### src/rtl/instr_decode_stage.sv
// Decode stage with a 2-entry skid buffer: 1-cycle latency, stalls on !dc_ready, halts after func dne.
// Optional: define DECODE_ILLEGAL_CHK_EN to add the dc_illegal flag output.
module instr_decode_stage #(
  parameter int PC_W = 8
) (
  input  logic            clk,
  input  logic            rst_n,
  input  logic            if_valid,
  input  logic [8:0]      if_instr,
  input  logic [PC_W-1:0] if_pc,
  output logic            if_ready,
  input  logic            flush,
  output logic            dc_valid,
  input  logic            dc_ready,
  output logic [4:0]      dc_opcode,
  output logic [3:0]      dc_dst,
  output logic [3:0]      dc_src,
  output logic [4:0]      dc_rop,
  output logic            dc_sel,
  output logic [PC_W-1:0] dc_pc,
  output logic            dc_halt,
  output logic            halted
`ifdef DECODE_ILLEGAL_CHK_EN
  ,
  output logic            dc_illegal
`endif
);

  typedef enum logic [1:0] {RUN, HALT_PEND, HALTED} state_t;

  typedef struct packed {
    logic [4:0]      opcode;
    logic [3:0]      dst;
    logic [3:0]      src;
    logic [4:0]      rop;
    logic            sel;
    logic [PC_W-1:0] pc;
    logic            halt;
`ifdef DECODE_ILLEGAL_CHK_EN
    logic            illegal;
`endif
  } entry_t;

  state_t state, state_nxt;
  entry_t dec, out_dat, sk_dat;
  logic   out_vld, sk_vld;
  logic   accept, consume, flush_eff;
  logic [4:0] op;
  logic [3:0] opd;

  assign op        = if_instr[8:4];
  assign opd       = if_instr[3:0];
  assign if_ready  = rst_n && !sk_vld && (state == RUN);
  assign accept    = if_valid && if_ready;
  assign consume   = out_vld && dc_ready;
  assign flush_eff = flush && (state != HALTED);

  // Decode happens at accept so the output register holds fully decoded fields.
  always_comb begin
    dec        = '0;
    dec.opcode = op;
    dec.src    = opd;
    dec.dst    = opd;
    dec.sel    = op[0];
    dec.pc     = if_pc;
    dec.halt   = (op == 5'b11111) && (opd == 4'b1111);
`ifdef DECODE_ILLEGAL_CHK_EN
    dec.illegal = (op == 5'b11111) &&
                  (((opd >= 4'd4) && (opd <= 4'd11)) || (opd == 4'd14));
`endif
    if (!op[4]) begin
      if (op[3:1] == 3'b000) begin
        dec.rop = op[0] ? 5'd5 : 5'd4;
      end else begin
        dec.rop = 5'd6;
        dec.dst = op[3:0];
      end
    end else if (!op[3]) begin
      dec.rop = {2'b01, op[2:0]};
    end else begin
      case (op[2:0])
        3'b000:  dec.rop = 5'd0;
        3'b001:  dec.rop = 5'd17;
        3'b010:  dec.rop = 5'd1;
        3'b011:  dec.rop = 5'd1;
        3'b100:  dec.rop = 5'd20;
        3'b101:  dec.rop = 5'd21;
        3'b110:  dec.rop = 5'd22;
        default: dec.rop = (opd[3:2] == 2'b00) ? {3'b110, opd[1:0]} : 5'd23;
      endcase
    end
  end

  always_comb begin
    state_nxt = state;
    case (state)
      RUN:       if (accept && !flush && dec.halt) state_nxt = HALT_PEND;
      HALT_PEND: begin
        if (flush)                          state_nxt = RUN;
        else if (consume && out_dat.halt)   state_nxt = HALTED;
      end
      HALTED:    state_nxt = HALTED;
      default:   state_nxt = RUN;
    endcase
  end

  always_ff @(posedge clk) begin
    if (!rst_n) begin
      state   <= RUN;
      out_vld <= 1'b0;
      sk_vld  <= 1'b0;
      out_dat <= '0;
      sk_dat  <= '0;
    end else begin
      state <= state_nxt;
      if (flush_eff) begin
        out_vld <= 1'b0;
        sk_vld  <= 1'b0;
      end else if (!out_vld || consume) begin
        // Skid entry is older than anything arriving, so it refills the output first.
        if (sk_vld) begin
          out_dat <= sk_dat;
          out_vld <= 1'b1;
          sk_vld  <= 1'b0;
        end else begin
          out_vld <= accept;
          if (accept) out_dat <= dec;
        end
      end else if (accept) begin
        sk_dat <= dec;
        sk_vld <= 1'b1;
      end
    end
  end

  assign dc_valid  = out_vld;
  assign dc_opcode = out_dat.opcode;
  assign dc_dst    = out_dat.dst;
  assign dc_src    = out_dat.src;
  assign dc_rop    = out_dat.rop;
  assign dc_sel    = out_dat.sel;
  assign dc_pc     = out_dat.pc;
  assign dc_halt   = out_dat.halt;
  assign halted    = (state == HALTED);
`ifdef DECODE_ILLEGAL_CHK_EN
  assign dc_illegal = out_dat.illegal;
`endif

endmodule

### config.mk
export PLATFORM = sky130hd
export DESIGN_NAME = instr_decode_stage
export DESIGN_NICKNAME = d
export VERILOG_FILES = /design/src/rtl/instr_decode_stage.sv
export SDC_FILE = /design/constraint.sdc
export NUM_CORES = 1
export LEC_CHECK = 0
export CORE_MARGIN = 4
export CORE_UTILIZATION = 45
export CTS_CLUSTER_SIZE = 20
export DETAILED_ROUTE_END_ITERATION = 8
export PLACE_DENSITY = 0.71
export SLEW_MARGIN = 20
export SYNTH_ARGS = -nofsm -noshare
export SYNTH_HDL_FRONTEND = slang
export SYNTH_SLANG_ARGS = --single-unit
### constraint.sdc
create_clock -name clk -period 1.6 [get_ports clk]
set_input_delay 0.24 -clock clk [delete_from_list [all_inputs] [get_ports clk]]
set_output_delay 0.24 -clock clk [all_outputs]
set_load 0.1 [all_outputs]
# Word-level counts from Yosys, hierarchy flattened
# Index checks and enable logic that the tools add are counted.
[word_totals]
in_bits = 22
register_bits = 60
out_inout_bits = 31
elab_cells = 72
[classes]
n_eq_ne = 13
bitwise = 3
n_reduce_logical = 24
n_mux = 15
[op_table]
columns = ["op", "n"]
rows = [
  ["$mux 28", 2],
  ["$pmux 5 s6", 1],
  ["$mux 4", 3],
  ["$mux 5", 2],
  ["$eq 3x3->1 const B", 3],
  ["$logic_and 1x1->1", 9],
  ["$mux 2", 4],
  ["$eq 3x2->1 const B", 2],
  ["$logic_not 3->1", 2],
  ["$pmux 2 s3", 1],
  ["$reduce_and 3->1", 2],
  ["$eq 5x5->1 const B", 1],
  ["$eq 4x4->1 const B", 1],
  ["$logic_not 2->1", 2],
  ["$reduce_or 2->1", 2],
  ["$eq 3x1->1 const B", 1],
  ["$logic_not 1->1", 3],
  ["$ne 3x3->1 const B", 1],
  ["$not 1->1", 3],
  ["$reduce_or 3->1", 1],
  ["$eq 2x1->1 const B", 1],
  ["$eq 2x2->1 const B", 1],
  ["$mux 1", 2],
  ["$ne 2x1->1 const B", 1],
  ["4 further kinds", 4],
]

# Logic depth before layout (Yosys ltp)
[logic_depth]
depth_word = 8
mapped_depth = 6

# Worst setup path before layout
# OpenSTA, ideal clock, no wires.
[synth_timing]
path_type = "flip-flop to flip-flop"
start = "reg state[0]"
end = "reg sk_dat[11] (netlist name)"
period_less_slack_ns = 2.375
n_path_buf = 1
path_stages_with_launch = 6
setup_ns = 0.131
arrival_ns = 2.243
t_required_ns = 1.469
setup_slack_ns = -0.775
cell_sequence = "dfxtp_1 nor4b_4 o2111ai_2 buf_2 nor2_1 nor3_1"
[synth_between]
elab_chain_cells = 4
elab_cells_between_ends = 7
classes_between = "1 x eq/ne; 1 x bitwise; 5 x reduce/logical"
[synth_lines]
columns = ["item", "line", "text"]
rows = [
  ["start: declaration", "44", "state_t state, state_nxt;"],
  ["start signal: assignment", "115", "state <= state_nxt;"],
  ["$logic_not 2->1", "53", "assign if_ready = rst_n && !sk_vld && (state == RUN);"],
  ["$logic_and 1x1->1", "53", ""],
  ["named net if_ready", "11", "output logic if_ready,"],
  ["$logic_and 1x1->1", "54", "assign accept = if_valid && if_ready;"],
  ["$reduce_and 3->1 (no line)", "--", ""],
  ["end signal: assignment", "113", "sk_dat <= '0;"],
  ["end signal: assignment", "130", "sk_dat <= dec;"],
  ["end: declaration", "45", "entry_t dec, out_dat, sk_dat;"],
]
# The timed path passes the listed nets, and every way through them passes these cells.
# A chain may end at the register's enable or synchronous reset.

# Worst setup path after layout
[layout_timing]
start = "reg state[1]"
end = "reg sk_dat[22] (netlist name)"
[layout_between]
elab_chain_cells = 4
elab_cells_between_ends = 7
classes_between = "1 x eq/ne; 1 x bitwise; 5 x reduce/logical"
[layout_lines]
columns = ["item", "line"]
rows = [
  ["$ne 2x2->1 / $logic_not 2->1 (equally long branches)", "56, 53"],
  ["$logic_and 1x1->1 (on tied branches)", "56, 53"],
  ["$not 1->1 (no line) / $logic_and 1x1->1 (equally long branches)", "--"],
  ["$reduce_and 3->1 (no line) (*)", "--"],
]
# Mark *: on every way between the ends. The rest lies on a longest branch, timed or not.

==> flow_summary.yaml <==
critical_path:
  path_max_fanout: 6
  r2r_start: "state[1]"
  crit_path_end_kind: "flop"
  crit_start: "state[1]"
  endpoint: "sk_dat[22]"
  crit_type: "reg -> reg"
  worstSetupStartpointType: "flop"
  cp.arrival_ps: 1810
  r2r_cells: 5
  reg2reg_slack_ps: 0.5
  cp.required_ps: 1810
  r2r_end: "sk_dat[22]"
synthesis:
  yosysSeqAreaShare: 0.444
  synth_area_sq_um: 2610
  yosysUniqueCellTypes: 44
  synth_compound_area_frac: 0.237
  avgSynthCellArea_sq_um: 8.68
  synth_fp_nets: 323
  synth_seq_cells: 58
  synth_top_area_cell: "dfxtp_1"
  synth_xor_area_frac: 0
  synth_edf_count: 0
  synth_mux_area_frac: 0.0728
  synth_top_family_by_area: "compound AO/OA/AOI/OAI gates"
  synthArstFlopShare: 0
  ys.flop_type: "dfxtp_1"
  synth-adder-area-share: 0
  synth_warnings: 0
  postSynthCellCount: 301
  synthTopCellsByArea: "dfxtp_1 44%, mux2i_1 7.3%, nand2_1 7.0%"
  synth_simple_gate_area_frac: 0.183
  yosys.area.top_type_share: 0.444
sta:
  max_freq_mhz: 625
  worst_slew_pin_slew_ps: 483
  setup_violations: 0
  hold_viol: 0
  finalCritPeriodShare: 1.00
  maxSlewViolCount: 0
  rsz0062_at_grt: "yes"
  max_slew_margin: 0.678
  hold_ws_ps: 376
  min_period_ps: 1600
  clock_skew_ps: 6.17
floorplanning:
  dieArea_sq_um: 7090
  die_h_um: 84.2
  io_pins: 53
  start_util: 0.469
  core_sq_um: 5570
  die_width_um: 84.2
  num_rows: 27
clocking:
  cts_tree: "done"
  clkTransAtPathRegs_ps: 70
  cts_buffers: 9
  htree_levels: 3
  hold_buffers: 0
  cts_root_buf: "clkbuf_8"
  clk-insertion-delay-late_ps: 340
  clk_path_buf_depth: 2
  cts.sinks: 58
final_layout:
  layout_commonest_cell: "dfxtp_1"
  syn_to_final_growth_pct: 53.4
  drive_above_1_share: 0.270
  fill_cells: 406
  final_util: 0.719
  antenna_cells: 0
  most-common-layout-cells: "53 x dfxtp_1, 49 x nand2_1, 35 x buf_12, 33 x buf_4, 30 x a21oi_1"
  final_net_count: 398
power_and_ir_drop:
  leakage_nw: 1.48
  peakVddDrop_v: 0.000673
  powerDensity_nw_per_um2: 930
placed_design:
  routabilityCongestion: 0.879
  dp_hpwl_um: 4820
  numPortBuffers: 52
routing:
  dr.pass1.iters: 4
  drc: 0
  wl_per_cell_um: 15.3
  vias: 2486
  final_antenna_net_count: 0
  drt_iter0_markers: 174
  vias_per_cell: 5.49
  wl_um: 6940
global_routing:
  grt_start_max_net_pins: 28
  grt_usage: 0.197
  grt_pass1_wl_um: 11100
  grt.overflow.total: 0
  antenna_found_initial: 0
  grt_pass1_vias: 2322
outcome:
  outcome: "complete, no violations"
job:
  maxCapViolCount: 0
worst_hold_path:
  holdCritPathClass: "in -> reg"
==> Yosys cell counts, types with 3 or more instances <==
cell type / instances
mux2i_1: 19
a21oi_1: 30
buf_4: 3
nand2_1: 49
clkbuf_1: 12
o21ai_0: 6
a221oi_1: 3
o21bai_1: 3
o211ai_1: 5
nor3_1: 7
nand3_1: 6
dfxtp_1: 58
nor2_1: 28
nor2b_1: 3
buf_2: 10
a211oi_1: 18
nand2b_1: 3
a221o_1: 3
nand4_1: 3
inv_1: 4
==> flip-flops by register name, summed over array words and instances, names as in the netlist <==
signal,count
dc_dst,4
dc_halt,1
dc_opcode,5
dc_pc,8
dc_rop,5
dc_src,4
dc_valid,1
sk_dat,27
sk_vld,1
state,2
==> what timing repair did <==
action / 4_1_cts / 5_1_grt
setup buffers: 1 / 0
endpoints found under the setup margin: 4 / 34
pin swaps: 1 / 0
gates cloned: 0 / 1
resized for setup: 2 / 9
==> kinds of logic (layout without fill, tap and decap cells) <==
family | Yosys count | in the layout
multiplexers | 19 | 19
AO/OA/AOI/OAI | 86 | 86
buffers and inverters | 33 | 113
AND/OR/NAND/NOR | 105 | 105
flip-flops | 58 | 58
==> how the worst min path moves through the flow <==
stage,startpoint,endpoint,slack (ps),cells after the start
6_report,if_instr[0],sk_dat[15],380,3
5_1_grt,if_instr[0],sk_dat[15],390,3
4_1_cts,if_instr[0],sk_dat[15],350,3
3_5_place_dp,sk_dat[8],sk_dat[8],450,2
3_3_place_gp,sk_dat[13],sk_dat[13],440,2
2_1_floorplan,if_instr[0],sk_dat[15],380,2
==> report_power, final <==
group | internal (mW) | switching [mW] | leakage [nW] | total, mW
registers | 1.48 | 0.0386 | 0.473 | 1.52
clock network | 0.875 | 0.590 | 0.107 | 1.46
logic | 0.299 | 0.444 | 0.899 | 0.743
==> metal layers <==
layer	up-vias	wire (um)	track usage
met5	-	0	0
met4	0	63	0.0775
met2	69	3470	0.319
met3	5	370	0.0540
li1	1236	-	-
met1	1176	3040	0.250
==> stage by stage <==
step                TNS, ps  instance area [sq um]  setup WS [ps]  total power [mW]  std cells
floorplan            -20150                   2630           -749              1.96        301
finish                    0                   4010          0.470              3.73        453
global placement     -10740                   3730           -334              2.28        435
detailed placement   -12230                   3730           -368              2.29        435
CTS                       0                   3950           5.26              3.75        452
global route           -179                   4010          -37.0              3.85        453
==> cell type report <==
| class | instances | area [sq um] | area share |
|---|---|---|---|
| Sequential cell | 58 | 1170 | 0.291 |
| Timing Repair Buffer | 92 | 1210 | 0.301 |
| Multi-Input combinational cell | 210 | 1320 | 0.328 |
| Inverter | 5 | 18.8 | 0.00468 |
| Tap cell | 72 | 90.1 | 0.0225 |
| Clock inverter | 5 | 78.8 | 0.0197 |
| Clock buffer | 11 | 131 | 0.0328 |
==> worst max-delay path: stages, from the launching register on <==
cell and delay [ps]:
dfxtp_2 350, nor4b_4 280, buf_4 160, o2111ai_2 280, a221oi_1 330, nor3_1 80
(Power assumes the default switching activity.)
